## config.mk

```make
export PLATFORM = sky130hd
export DESIGN_NAME = muldiv_unit
export DESIGN_NICKNAME = d
export VERILOG_FILES = /design/src/rtl/mdu_pkg.sv /design/src/rtl/muldiv_unit.sv
export SDC_FILE = /design/constraint.sdc
export NUM_CORES = 1
export LEC_CHECK = 0
export BUFFER_PORTS_ARGS = -buffer_cell sky130_fd_sc_hd__buf_2
export CAP_MARGIN = 20
export CORE_AREA = 2 2 183 185
export DETAILED_ROUTE_END_ITERATION = 16
export DIE_AREA = 0 0 185 187
export GPL_TIMING_DRIVEN = 0
export HOLD_SLACK_MARGIN = 0.12
export PLACE_DENSITY = 0.61
export SYNTH_ARGS = -nofsm -noshare
export SYNTH_HDL_FRONTEND = slang
export SYNTH_SLANG_ARGS = --single-unit
```

## constraint.sdc

```tcl
create_clock -name clk -period 5.9 [get_ports clk]
set_input_delay 1.475 -clock clk [delete_from_list [all_inputs] [get_ports clk]]
set_output_delay 1.475 -clock clk [all_outputs]
set_load 0.05 [all_outputs]
```

## src/rtl/mdu_pkg.sv

```systemverilog
// Shared types, constants and sign helpers for the iterative multiply/divide unit.
package mdu_pkg;

  typedef enum logic [1:0] {
    OP_MULT  = 2'b00,
    OP_MULTU = 2'b01,
    OP_DIV   = 2'b10,
    OP_DIVU  = 2'b11
  } op_e;

  typedef enum logic [1:0] {
    S_IDLE,
    S_CALC,
    S_FIXUP
  } state_e;

  localparam logic [5:0]  ITER_LAST = 6'd31;
  localparam logic [31:0] DIV0_LO   = 32'hFFFFFFFF;

  function automatic logic [31:0] neg32(input logic [31:0] x);
    return ~x + 32'd1;
  endfunction

  function automatic logic [63:0] neg64(input logic [63:0] x);
    return ~x + 64'd1;
  endfunction

  // Magnitude for signed ops; unsigned ops pass the raw operand through.
  function automatic logic [31:0] abs32(input logic [31:0] x, input logic is_signed);
    return (is_signed && x[31]) ? neg32(x) : x;
  endfunction

endpackage

```

## src/rtl/muldiv_unit.sv

```systemverilog
// Iterative MULT/MULTU/DIV/DIVU unit holding the architectural HI/LO pair.
// One multiplier/quotient bit per CALC cycle on a shared 64-bit shift datapath.
module muldiv_unit
  import mdu_pkg::*;
#(
  parameter int WIDTH = 32
) (
  input  logic             clk,
  input  logic             rst,
  input  logic             start,
  input  logic [1:0]       op,
  input  logic [WIDTH-1:0] a,
  input  logic [WIDTH-1:0] b,
  input  logic             mthi,
  input  logic             mtlo,
  input  logic [WIDTH-1:0] wd,
  output logic             busy,
  output logic             done,
  output logic [WIDTH-1:0] hi,
  output logic [WIDTH-1:0] lo
);

  state_e           state_q, state_d;
  logic [5:0]       count_q, count_d;
  logic             done_q, done_d;
  logic [WIDTH-1:0] hi_q, hi_d, lo_q, lo_d;

  op_e              op_q, op_d;
  logic             neg_res_q, neg_res_d;
  logic             neg_rem_q, neg_rem_d;
  logic             div0_q, div0_d;
  logic [WIDTH-1:0] opnd_q, opnd_d;
  logic [WIDTH-1:0] acc_hi_q, acc_hi_d, acc_lo_q, acc_lo_d;

  logic             is_div;
  logic             sgn;
  logic [WIDTH:0]   mul_sum;
  logic [WIDTH:0]   rem_sh;
  logic             rem_ge;
  logic [WIDTH-1:0] rem_diff;
  logic [2*WIDTH-1:0] prod_fix;

  assign is_div = (op_q == OP_DIV) || (op_q == OP_DIVU);
  assign sgn    = ~op[0];

  always_comb begin
    state_d   = state_q;
    count_d   = count_q;
    done_d    = 1'b0;
    hi_d      = hi_q;
    lo_d      = lo_q;
    op_d      = op_q;
    neg_res_d = neg_res_q;
    neg_rem_d = neg_rem_q;
    div0_d    = div0_q;
    opnd_d    = opnd_q;
    acc_hi_d  = acc_hi_q;
    acc_lo_d  = acc_lo_q;

    mul_sum  = {1'b0, acc_hi_q} + {1'b0, (acc_lo_q[0] ? opnd_q : '0)};
    rem_sh   = {acc_hi_q, acc_lo_q[WIDTH-1]};
    rem_ge   = (rem_sh >= {1'b0, opnd_q});
    // When rem_ge holds the true difference is below the divisor, so the low bits suffice.
    rem_diff = rem_sh[WIDTH-1:0] - opnd_q;
    prod_fix = neg_res_q ? neg64({acc_hi_q, acc_lo_q}) : {acc_hi_q, acc_lo_q};

    case (state_q)
      S_IDLE: begin
        if (start) begin
          state_d   = S_CALC;
          count_d   = '0;
          op_d      = op_e'(op);
          neg_res_d = sgn & (a[WIDTH-1] ^ b[WIDTH-1]);
          neg_rem_d = sgn & a[WIDTH-1];
          div0_d    = op[1] & (b == '0);
          acc_hi_d  = '0;
          if (op[1]) begin
            opnd_d   = abs32(b, sgn);
            acc_lo_d = abs32(a, sgn);
          end else begin
            opnd_d   = abs32(a, sgn);
            acc_lo_d = abs32(b, sgn);
          end
        end else begin
          if (mthi) hi_d = wd;
          if (mtlo) lo_d = wd;
        end
      end
      S_CALC: begin
        if (is_div) begin
          acc_hi_d = rem_ge ? rem_diff : rem_sh[WIDTH-1:0];
          acc_lo_d = {acc_lo_q[WIDTH-2:0], rem_ge};
        end else begin
          acc_hi_d = mul_sum[WIDTH:1];
          acc_lo_d = {mul_sum[0], acc_lo_q[WIDTH-1:1]};
        end
        if (count_q == ITER_LAST) begin
          state_d = S_FIXUP;
          count_d = '0;
        end else begin
          count_d = count_q + 6'd1;
        end
      end
      S_FIXUP: begin
        state_d = S_IDLE;
        done_d  = 1'b1;
        if (is_div) begin
          // Divide by zero leaves |a| as remainder; the dividend-sign fixup restores a itself.
          lo_d = div0_q ? DIV0_LO : (neg_res_q ? neg32(acc_lo_q) : acc_lo_q);
          hi_d = neg_rem_q ? neg32(acc_hi_q) : acc_hi_q;
        end else begin
          hi_d = prod_fix[2*WIDTH-1:WIDTH];
          lo_d = prod_fix[WIDTH-1:0];
        end
      end
      default: state_d = S_IDLE;
    endcase
  end

  always_ff @(posedge clk) begin
    if (rst) begin
      state_q <= S_IDLE;
      count_q <= '0;
      done_q  <= 1'b0;
      hi_q    <= '0;
      lo_q    <= '0;
    end else begin
      state_q <= state_d;
      count_q <= count_d;
      done_q  <= done_d;
      hi_q    <= hi_d;
      lo_q    <= lo_d;
    end
  end

  always_ff @(posedge clk) begin
    op_q      <= op_d;
    neg_res_q <= neg_res_d;
    neg_rem_q <= neg_rem_d;
    div0_q    <= div0_d;
    opnd_q    <= opnd_d;
    acc_hi_q  <= acc_hi_d;
    acc_lo_q  <= acc_lo_d;
  end

  assign busy = (state_q != S_IDLE);
  assign done = done_q;
  assign hi   = hi_q;
  assign lo   = lo_q;

endmodule

```

==> summary.md <==
| Metric | Value |
|---|---|
| Die Footprint | 34600 um^2 |
| Crit path time final | 5020 ps |
| Max cap viols | 0 |
| Total design power | 4.59 mW |
| Pin count of the biggest net entering global routing | 38 |
| Via Count | 14445 |
| H-tree depth | 4 |
| Post-route core utilization | 50.3% |
| Clock transition at path regs | 80 ps |
| Critical Path Slowest Stage Cell | a2111oi_0 |
| Final nets | 2101 |
| Hpwl dp | 43900 um |
| Worst reg2reg path depth | 12 |
| Horiz. Die Dim | 185 um |
| Synth top area share | 20.8% |
| Initial antenna violation count | 1 |
| Slew headroom | 21.3% |
| CTS Buf Count | 17 |
| GPL Wtd Cong | 0.987 |
| WS Path Type | reg2reg |
| Register area share after synthesis | 30.9% |
| Syn Inst Count | 1739 |
| Critical path required time | 6150 ps |
| Average routed wire per standard cell | 22.7 um |
| Fin crit share | 85.0% |
| CTS Sinks | 173 |
| Via/cell ratio | 6.05 |
| WHS Endpoint | lo[7] |
| CTS tree | done |
| Largest stage delay on the critical path | 1050 ps |
| Aggregate global routing overflow | 0 |
| Setup bufs post-CTS | 0 |
| Yosys cell types | 82 |
| Largest vdd supply drop | 0.000206 V |
| Async SR Flop Fraction | 0% |
| Number of cells on the worst hold path | 2 |
| Worst Skew | 13.6 ps |
| Core box area | 32900 um^2 |
| Hold WC Path Type | reg2reg |
| Met2 Resource Use GR | 50.5% |
| Seq cells post-synth | 173 |
| Syn Std Cell Area | 14500 um^2 |
| PortBufs | 167 |
| Post-cts hold buffer count | 0 |
| Vias in the first global route | 13690 |
| PostCTS Resize Cnt | 0 |
| First-pass GRT wire length | 81700 um |
| RSZ-0062 raised after global routing | false |
| EDFF count, synth | 100 |
| Synthesized Nets | 1913 |
| Clk_lat worst skew | 450 ps |
| Hold Worst Slack | 447 ps |
| Lkg Pwr | 6.67 nW |
| Max Root-Sink Buffers | 2 |
| Worst Tran Pin Value | 1150 ps |
| Initial DRC Count | 1333 |
| Global routing usage on met3 | 4.21% |
| CP Cell Sequence | inv_1, clkbuf_1, nor2_1, ha_1, a211oi_1, o211ai_1, a2111oi_0, o311ai_0, and3_1, a21o_1, xnor2_1, a211oi_1 |
| Synth Flop Type | edfxtp_1 |
| F_max | 0.199 GHz |
| CTS Root Cell | clkbuf_16 |
| Flop-to-flop setup slack | 880 ps |
| CP Capture Type | register |
| I/O Pins | 169 |
| Die Height | 187 um |
| Avg Inst Size Synth | 8.31 um^2 |
| Drt first pass iters | 6 |
| Max-slew violations | 0 |
| DRC Markers | 0 |
| Synthesis Warnings | 0 |
| Met1 global-route usage | 42.4% |
| CP dominant cell by count | a211oi_1 |
| Placement Rows | 67 |
| Synth area leader | edfxtp_1 |
| Reg-to-Reg End | acc_hi_q[24] |
| Top cells by area, synth | edfxtp_1 (21%), dfxtp_1 (10%), mux2i_1 (6.7%), a21oi_1 (6.4%), xnor2_1 (6.0%) |
| Hold Path Origin | lo[7] |
| Total wire length | 54200 um |
| TNS Setup | 0 ps |
| CP Data Arrival Time | 5270 ps |
| Gr usage total | 31.2% |
| Max Fanout on Critical Path | 10 |
| GRT busiest layer | met2 |
| Starting density of the core | 44.0% |
| Remaining antenna violation count after routing | 0 |
| Critical R2R Launch | acc_lo_q[0] |
| # setup viols final | 0 |
| Final hold viol count | 0 |
| Status | complete, no violations |
| Power Dens Cells | 278 nW/um^2 |
| Share of cells above drive strength 1 | 12.3% |
| Synth-to-Final Area Change | 14.3% |
| Startpoint Class | register |
-- kinds of logic (layout without fill, tap and decap cells) --
group	count (synthesis)	count (layout)	share of synthesized area [%]
AOI/OAI and AO/OA	558	558	24.9
and+or+nand+nor	508	508	16.8
xor gates and xnor gates	161	161	9.76
adders and majority gates	71	71	6.25
other	0	1	0
muxes	99	99	6.87
buffers and inverters	169	370	4.51
DFF	173	173	30.9
-- power by group --
| group | leakage, nW | internal (mW) | total, mW | switching (mW) |
|---|---|---|---|---|
| Combinational | 4.77 | 0.644 | 1.78 | 1.13 |
| Clock | 0.307 | 0.651 | 1.21 | 0.562 |
| Sequential | 1.59 | 1.42 | 1.60 | 0.182 |
| Total | 6.67 | 2.72 | 4.59 | 1.87 |
-- cell usage after synthesis (28+ instances only) --
| cell | count |
|---|---|
| o221ai_1 | 28 |
| edfxtp_1 | 100 |
| mux2i_1 | 97 |
| nand2_1 | 154 |
| clkbuf_1 | 85 |
| xnor2_1 | 99 |
| a211oi_1 | 58 |
| dfxtp_1 | 73 |
| o21ai_0 | 99 |
| nor2_1 | 159 |
| inv_1 | 66 |
| ha_1 | 69 |
| a21oi_1 | 184 |
| xor2_1 | 62 |
| nor3_1 | 37 |
-- final cells by class --
type | count | area (um^2)
timing repair buffer | 169 | 883
sequential | 173 | 4460
antenna | 1 | 2.50
buffer | 103 | 404
tap | 448 | 561
multi-input combinational | 1397 | 9340
clock buffer | 19 | 475
clock inverter | 13 | 141
fill | 3256 | 16300
inverter | 66 | 248
-- per-stage QoR --
stage               std cells  worst slack (ps)  cell area, um^2
floorplan                1739              2170            14500
global placement         2354              1080            15800
detailed placement       2356              1080            15900
CTS                      2388              1040            16500
global route             2389               808            16500
finish                   2389               883            16500
-- layout by cell type (no fill, tap or decap), types with 37 or more instances in the layout --
master and instances:
dfxtp_1 73, clkbuf_1 85, nand2_1 153, mux2i_1 97
edfxtp_1 100, inv_1 67, ha_1 69, xor2_1 62
a211oi_1 58, xnor2_1 99, o21ai_0 99, nor2_1 159
a21oi_1 184, nor3_1 37, buf_2 172
-- registers in the layout, summed over array words and instances (netlist names) --
name and flops:
acc_hi_q 32, acc_lo_q 32, count_q 6, div0_q 1, done 1, hi 32, lo 32, neg_rem_q 1
neg_res_q 1, op_q 1, opnd_q 32, state_q 2
-- layer usage --
layer,up-vias,part of all wire [%]
met5,-,0
met4,0,3.3
met3,101,7.0
met2,613,46
met1,6908,44
li1,6823,-
-- worst max path at each step --
stage	slack [ps]	start	end
2_1_floorplan	2170	b[4]	acc_lo_q[27]
3_3_place_gp	1080	start	count_q[4]
3_5_place_dp	1080	acc_lo_q[0]	acc_hi_q[24]
4_1_cts	1040	acc_lo_q[0]	acc_hi_q[24]
5_1_grt	810	acc_lo_q[0]	acc_hi_q[24]
6_report	880	acc_lo_q[0]	acc_hi_q[24]
-- critical path: cells and delay by family (launching register included) --
family	cells	cell delay, ps
xor+xnor	1	120
flops	1	570
fa+ha+maj	1	340
compound gates	6	2490
buf+inv	2	740
simple gates	2	530
No activity file was read; power rests on OpenSTA's default activity.
